`src/rtl/cr_kme_fifo_tx.sv`:
```
// KME FIFO write-side transmitter: checks SOT/EOT framing, tags packets and
// buffers beats in a 2-entry skid register ahead of a stall-style FIFO.
module cr_kme_fifo_tx #(
    parameter int DATA_W = 64,
    parameter int TAG_W  = 5,
    parameter int CNT_W  = 16
) (
    input  logic                      clk,
    input  logic                      rst,
    input  logic [DATA_W-1:0]         src_data,
    input  logic                      src_sot,
    input  logic                      src_eot,
    input  logic                      src_valid,
    output logic                      src_ready,
    output logic [TAG_W+2+DATA_W-1:0] fifo_in,
    output logic                      fifo_in_valid,
    input  logic                      fifo_in_stall,
    input  logic                      fifo_overflow,
    input  logic                      clear_err,
    output logic                      pkt_err,
    output logic                      ovf_sticky,
    output logic [CNT_W-1:0]          words_sent
);

    localparam int FW = TAG_W + 2 + DATA_W;

    typedef enum logic {IDLE, IN_PKT} state_t;

    state_t            state, state_nxt;
    logic [TAG_W-1:0]  tag, tag_nxt, push_tag;
    logic [1:0]        cnt;
    logic [FW-1:0]     entry0, entry1, push_word;
    logic              accept, push, pop, err_set;

    assign src_ready     = (cnt < 2'd2);
    assign accept        = src_valid & src_ready;
    // Stall gates the write combinationally so a full FIFO is never written.
    assign fifo_in_valid = (cnt != 2'd0) & ~fifo_in_stall;
    assign pop           = fifo_in_valid;
    assign fifo_in       = entry0;
    assign push_word     = {push_tag, src_eot, src_sot, src_data};

    // NOTE: sequential state uses non-blocking assignments so every register
    // samples pre-edge values regardless of statement order.
    always_ff @(posedge clk or posedge rst) begin
        if (rst) state <= IDLE;
        else     state <= state_nxt;
    end

    always_comb begin
        state_nxt = state;
        if (accept) begin
            case (state)
                IDLE:    if (src_sot && !src_eot) state_nxt = IN_PKT;
                IN_PKT:  state_nxt = src_eot ? IDLE : IN_PKT;
                default: state_nxt = IDLE;
            endcase
        end
    end

    // NOTE: every output of this block gets a default first, so no latch is inferred.
    always_comb begin
        push     = 1'b0;
        push_tag = tag;
        err_set  = 1'b0;
        tag_nxt  = tag;
        if (accept) begin
            case (state)
                IDLE: begin
                    if (src_sot) begin
                        push = 1'b1;
                        if (src_eot) tag_nxt = tag + TAG_W'(1);
                    end else begin
                        err_set = 1'b1;
                    end
                end
                IN_PKT: begin
                    push = 1'b1;
                    if (src_sot) begin
                        // Abandon the open packet: the new one takes the next tag.
                        push_tag = tag + TAG_W'(1);
                        err_set  = 1'b1;
                        tag_nxt  = src_eot ? tag + TAG_W'(2) : tag + TAG_W'(1);
                    end else if (src_eot) begin
                        tag_nxt = tag + TAG_W'(1);
                    end
                end
                default: ;
            endcase
        end
    end

    // NOTE: the two skid entries are few enough to reset, which keeps fifo_in at 0 after reset.
    always_ff @(posedge clk or posedge rst) begin
        if (rst) begin
            cnt    <= 2'd0;
            entry0 <= '0;
            entry1 <= '0;
        end else begin
            case ({push, pop})
                2'b10: begin
                    if (cnt == 2'd0) entry0 <= push_word;
                    else             entry1 <= push_word;
                    cnt <= cnt + 2'd1;
                end
                2'b01: begin
                    entry0 <= entry1;
                    cnt    <= cnt - 2'd1;
                end
                // Push with pop only happens at cnt==1: the new beat becomes head.
                2'b11:   entry0 <= push_word;
                default: ;
            endcase
        end
    end

    always_ff @(posedge clk or posedge rst) begin
        if (rst) begin
            tag        <= '0;
            pkt_err    <= 1'b0;
            ovf_sticky <= 1'b0;
            words_sent <= '0;
        end else begin
            tag     <= tag_nxt;
            pkt_err <= err_set;
            if (fifo_overflow)  ovf_sticky <= 1'b1;
            else if (clear_err) ovf_sticky <= 1'b0;
            if (pop && (words_sent != {CNT_W{1'b1}}))
                words_sent <= words_sent + CNT_W'(1);
        end
    end

endmodule
```
`config.mk`:
```
export PLATFORM = sky130hd
export DESIGN_NAME = cr_kme_fifo_tx
export DESIGN_NICKNAME = d
export VERILOG_FILES = /design/src/rtl/cr_kme_fifo_tx.sv
export SDC_FILE = /design/constraint.sdc
export NUM_CORES = 1
export LEC_CHECK = 0
export CORE_UTILIZATION = 46
export CTS_BUF_LIST = sky130_fd_sc_hd__clkbuf_8 sky130_fd_sc_hd__clkbuf_16
export CTS_CLUSTER_SIZE = 24
export DETAILED_ROUTE_END_ITERATION = 10
export GPL_TIMING_DRIVEN = 1
export PLACE_DENSITY = 0.83
export SYNTH_ARGS = -nofsm -noshare
export SYNTH_HDL_FRONTEND = slang
export SYNTH_SLANG_ARGS = --single-unit
```
`constraint.sdc`:
```
create_clock -name clk -period 5.6 [get_ports clk]
set_clock_uncertainty 0.05 [all_clocks]
set_input_delay 1.4 -clock clk [delete_from_list [all_inputs] [get_ports clk]]
set_output_delay 1.4 -clock clk [all_outputs]
set_load 0.05 [all_outputs]
```
## Word-level counts from Yosys, hierarchy flattened

Index checks and enable logic that the tools add are counted.
Widths: inputs -> output; s select.

- Register bits: 168
- Word-level logic and storage cells: 58
- Bits of input ports: 72
- Output and inout bits: 91

- Order comparisons: 1
- Bitwise operators: 5
- Equal/unequal tests: 6
- Muxes and demuxes: 22
- Reduce and logical (&&, ||, !) cells: 11
- Add/sub/neg operators: 5

Operators by type and width:

| operator | number |
|---|---|
| $pmux 71 s3 | 1 |
| $mux 71 | 1 |
| $mux 5 | 7 |
| $add 16x1->16 const B | 1 |
| $ne 16x16->1 const B | 1 |
| $pmux 5 s2 | 1 |
| $mux 1 | 8 |
| $pmux 1 s2 | 3 |
| $reduce_and 2->1 | 3 |
| $reduce_bool 2->1 | 3 |
| $add 5x1->5 const B | 1 |
| $add 5x2->5 const B | 1 |
| $eq 2x2->1 const B | 2 |
| $ne 2x2->1 const B | 2 |
| $pmux 2 s2 | 1 |
| $not 1->1 | 3 |
| $reduce_bool 3->1 | 1 |
| $add 2x1->2 const B | 1 |
| $and 1x1->1 | 2 |
| $eq 2x1->1 const B | 1 |
| $logic_and 1x1->1 | 2 |
| $logic_not 2->1 | 1 |
| $lt 2x2->1 const B | 1 |
| $sub 2x1->2 const B | 1 |
| $logic_not 1->1 | 1 |

## Depth between registers and ports, before layout

- Word-level depth: 6
- Depth in mapped cells: 12
- Depth with buffers taken out: 8

## Least setup slack after synthesis

Ideal clock, no wire load.

- Path kind: input port to output port
- From: input port fifo_in_stall
- To: output port fifo_in_valid
- Stages: 3
- Path buffers: 1
- Required time: 4150 ps
- Arrival: 2087 ps
- Slack: 2063 ps
- Cell sequence: o21bai_1 > clkbuf_1 > inv_1

- Word-level cells in the longest chain between the ends: 2

Ends and longest elaborated chain:

| element | RTL line | RTL |
|---|---|---|
| from (decl) | 17 | `input logic fifo_in_stall,` |
| $not 1->1 | 38 | `assign fifo_in_valid = (cnt != 2'd0) & ~fifo_in_stall;` |
| $and 1x1->1 | 38 |  |
| to (decl) | 16 | `output logic fifo_in_valid,` |

Every way passes these cells.

## Worst setup path after layout

Ends and elaborated chain as after synthesis.

==> run_results.csv <==
group,metric,value,unit
synth,syn_inst,626,
pwr,power_frac_seq,34.4,%
run_status,outcome,"complete, no violations",
global_route,grt_max_degree,86,
drt,first_pass_iters,4,
cts,numCtsBuffers,17,
setup_path,cp-end-kind,"primary output",
timing,min_period_over_period,83.4,%
cts,cts_tree,"built",
layout,nets,855,
global_route,grt_overflow,0,
drt,via_count,5159,
cts,cts_hold_buf,0,
synth,syn-cell-area,7360,sq um
cts,clkLatencyLatePin,0.42,ns
layout,syn_to_final_growth,33.0,%
layout,layout-drive-gt1-share,13.6,%
cts,cts-root-buf,"clkbuf_16",
placement,dp_slack,0.928,ns
placement,dp_hpwl,10200,um
timing,hold_viol,0,
worst_hold_path,min_path_type,"reg -> reg",
layout,antennaDiodeCount,0,
global_route,grt_pass1_vias,5106,
setup_path,path_class,"in -> out",
synth,synth_edf_count,0,
drt,viasPerCell,5.16,
layout,fillers,1243,
pwr,peakVddDrop,406,uV
timing,hold_ws,0.432,ns
die,ios,163,
drt,wl_per_cell,15.4,um
timing,setup_tns,0,ns
synth,ys_seq_area_share,57.1,%
timing,slew_headroom,42.8,%
die,die_h,128,um
placement,dpl.cell_count,968,
drt,drt_iter0_markers,227,
drt,route.detailed.drc,0,
placement,place_area,9150,sq um
timing,fin_crit,4.67,ns
pwr,power.density,629,nW/um^2
die,die_w,128,um
drt,wl,15400,um
global_route,grt_pass1_wl,25200,um
pwr,clkPwrFrac,20.4,%
setup_path,critPathLaunchType,"primary input",
layout,final_cell_mix,"dfrtp_1, clkdlybuf4s50_1, nand2_1",
die,die_area,16500,sq um
cts,clk_path_buf_depth,2,
placement,io_buffers,162,
pwr,static-leakage-power,4.21,nW
die,start_util,47.7,%
synth,avgSynthCellArea,11.8,sq um
synth,synth_ff_type,"dfrtp_1",
timing,setup_viol,0,
cts,htreeDepth,4,
timing,fmax,214,MHz
synth,synth_cell_types,43,
timing,tightest_slew,0.856,ns
die,core-area,15400,sq um
pwr,switching_share,40.7,%
setup_path,arrival,3.22,ns
die,rows,45,
flow_run,maxCapViolations,0,
timing,postLayoutSetupSlackWorst,0.929,ns
placement,finalWeightedCongestion,0.800,
timing,drv_slew,0,
cts,post_cts_buffers,0,
layout,final_common_cell,"dfrtp_1",
cts,cts.sinks,168,
synth,synthesis.nets,705,
pwr,pwr-share-comb,45.2,%
drt,ant_nets,0,
cts,cts.repair.resized,0,
synth,async_reset_ff_share,100,%
layout,postLayoutCellArea,9790,sq um
setup_path,cp.required,4.15,ns
cts,clk_pin_slew,0.06,ns
layout,instances_no_fill,999,
global_route,grt_util_all_layers,19.7,%
synth,yosys_warnings,0,
timing,grt_setup_unrepaired,"false",
synth,synth-seq-cells,168,
setup_path,path_max_fanout,11,
pwr,p_switching,0.00251,W
global_route,grt_antenna_before_repair,0,
pwr,intPower,0.00365,W
==> synth_stat cells (2+ instances only) <==
cell type,n,area [sq um]
nor3_1,6,30.0
nand3_1,10,50.1
nand4_1,11,68.8
o21ai_1,21,105
nor2_1,17,63.8
inv_1,14,52.6
xnor2_1,17,149
a21oi_1,6,30.0
mux2_2,68,766
ha_1,7,87.6
mux2i_1,66,661
clkbuf_2,4,20.0
buf_2,12,60.1
o21a_1,2,15.0
and3_1,2,12.5
xor2_1,5,43.8
a31oi_1,2,12.5
buf_6,4,45.0
dfrtp_1,168,4200
nand3b_1,2,15.0
a211oi_1,3,22.5
nor2b_1,2,12.5
nand2_1,78,293
clkbuf_1,16,60.1
nor3b_1,2,15.0
o21ai_0,64,320
==> registers in the layout, summed over array words and instances (netlist names) <==
| signal | cells |
|---|---|
| cnt | 2 |
| entry1 | 71 |
| fifo_in | 71 |
| ovf_sticky | 1 |
| pkt_err | 1 |
| state | 1 |
| tag | 5 |
| words_sent | 16 |
==> metal layers <==
layer	share of wire (%)	GRT usage (%)	vias to the layer above
li1	-	-	2490
met1	45	25.8	2516
met2	48	32.0	139
met3	6.5	4.99	14
met4	0.93	6.71	0
met5	0	0	-
==> power groups by stage <==
| stage | Sequential (W) | Combinational, W | Clock, W |
|---|---|---|---|
| global placement | 0.00210 | 0.00276 | 0 |
| global route | 0.00219 | 0.00298 | 0.00133 |
| detailed placement | 0.00213 | 0.00281 | 0 |
| CTS | 0.00212 | 0.00282 | 0.00129 |
| finish | 0.00212 | 0.00279 | 0.00126 |
| floorplan | 0.00297 | 0.00110 | 0 |
==> final timing paths <==
kind,start,end,slack [ns],depth (start not counted)
worst max-delay path,fifo_in_stall,fifo_in_valid,0.93,4
worst min-delay path,fifo_in[21]$_DFFE_PP0P_,fifo_in[21]$_DFFE_PP0P_,0.43,2
worst max register to register,cnt[0]$_DFFE_PP0P_,fifo_in[49]$_DFFE_PP0P_,2.63,4
worst min register to register,fifo_in[21]$_DFFE_PP0P_,fifo_in[21]$_DFFE_PP0P_,0.43,2
max in group asynchronous,rst,fifo_in[56]$_DFFE_PP0P_,3.00,3
min in group asynchronous,rst,words_sent[7]$_DFFE_PP0P_,1.44,2
==> critical path, cell delays in order <==
cell and delay, ns:
clkdlybuf4s50_1 0.40, o21bai_1 0.36, inv_1 0.22, clkdlybuf4s50_1 0.83
==> through the flow <==
step                      utilization (%)  total power (W)
after CTS                            63.4          0.00623
after global placement               59.3          0.00486
after detailed placement             59.3          0.00494
final                                63.4          0.00616
after floorplan                         -          0.00408
after global routing                 63.4          0.00651
==> kinds of logic (layout without fill, tap and decap cells) <==
kind of cell | Yosys count | count (layout) | share of synthesized area (%)
AO/OA/AOI/OAI | 105 | 105 | 7.60
XOR/XNOR | 22 | 22 | 2.62
adder cells (fa/ha/maj) | 7 | 7 | 1.19
buffers and inverters | 51 | 213 | 3.28
flip-flops | 168 | 168 | 57.1
multiplexers | 134 | 134 | 19.4
AND/OR/NAND/NOR | 139 | 139 | 8.81
==> final cells by class <==
cell class                      instances  area (sq um)  area share, %
Multi-Input combinational cell        407          2950           30.1
Clock inverter                         12           184           1.88
Inverter                               14          56.3          0.575
Clock buffer                           19           453           4.63
Sequential cell                       168          4200           43.0
Timing Repair Buffer                  168          1680           17.2
Tap cell                              211           264           2.70
(Power assumes the default switching activity.)
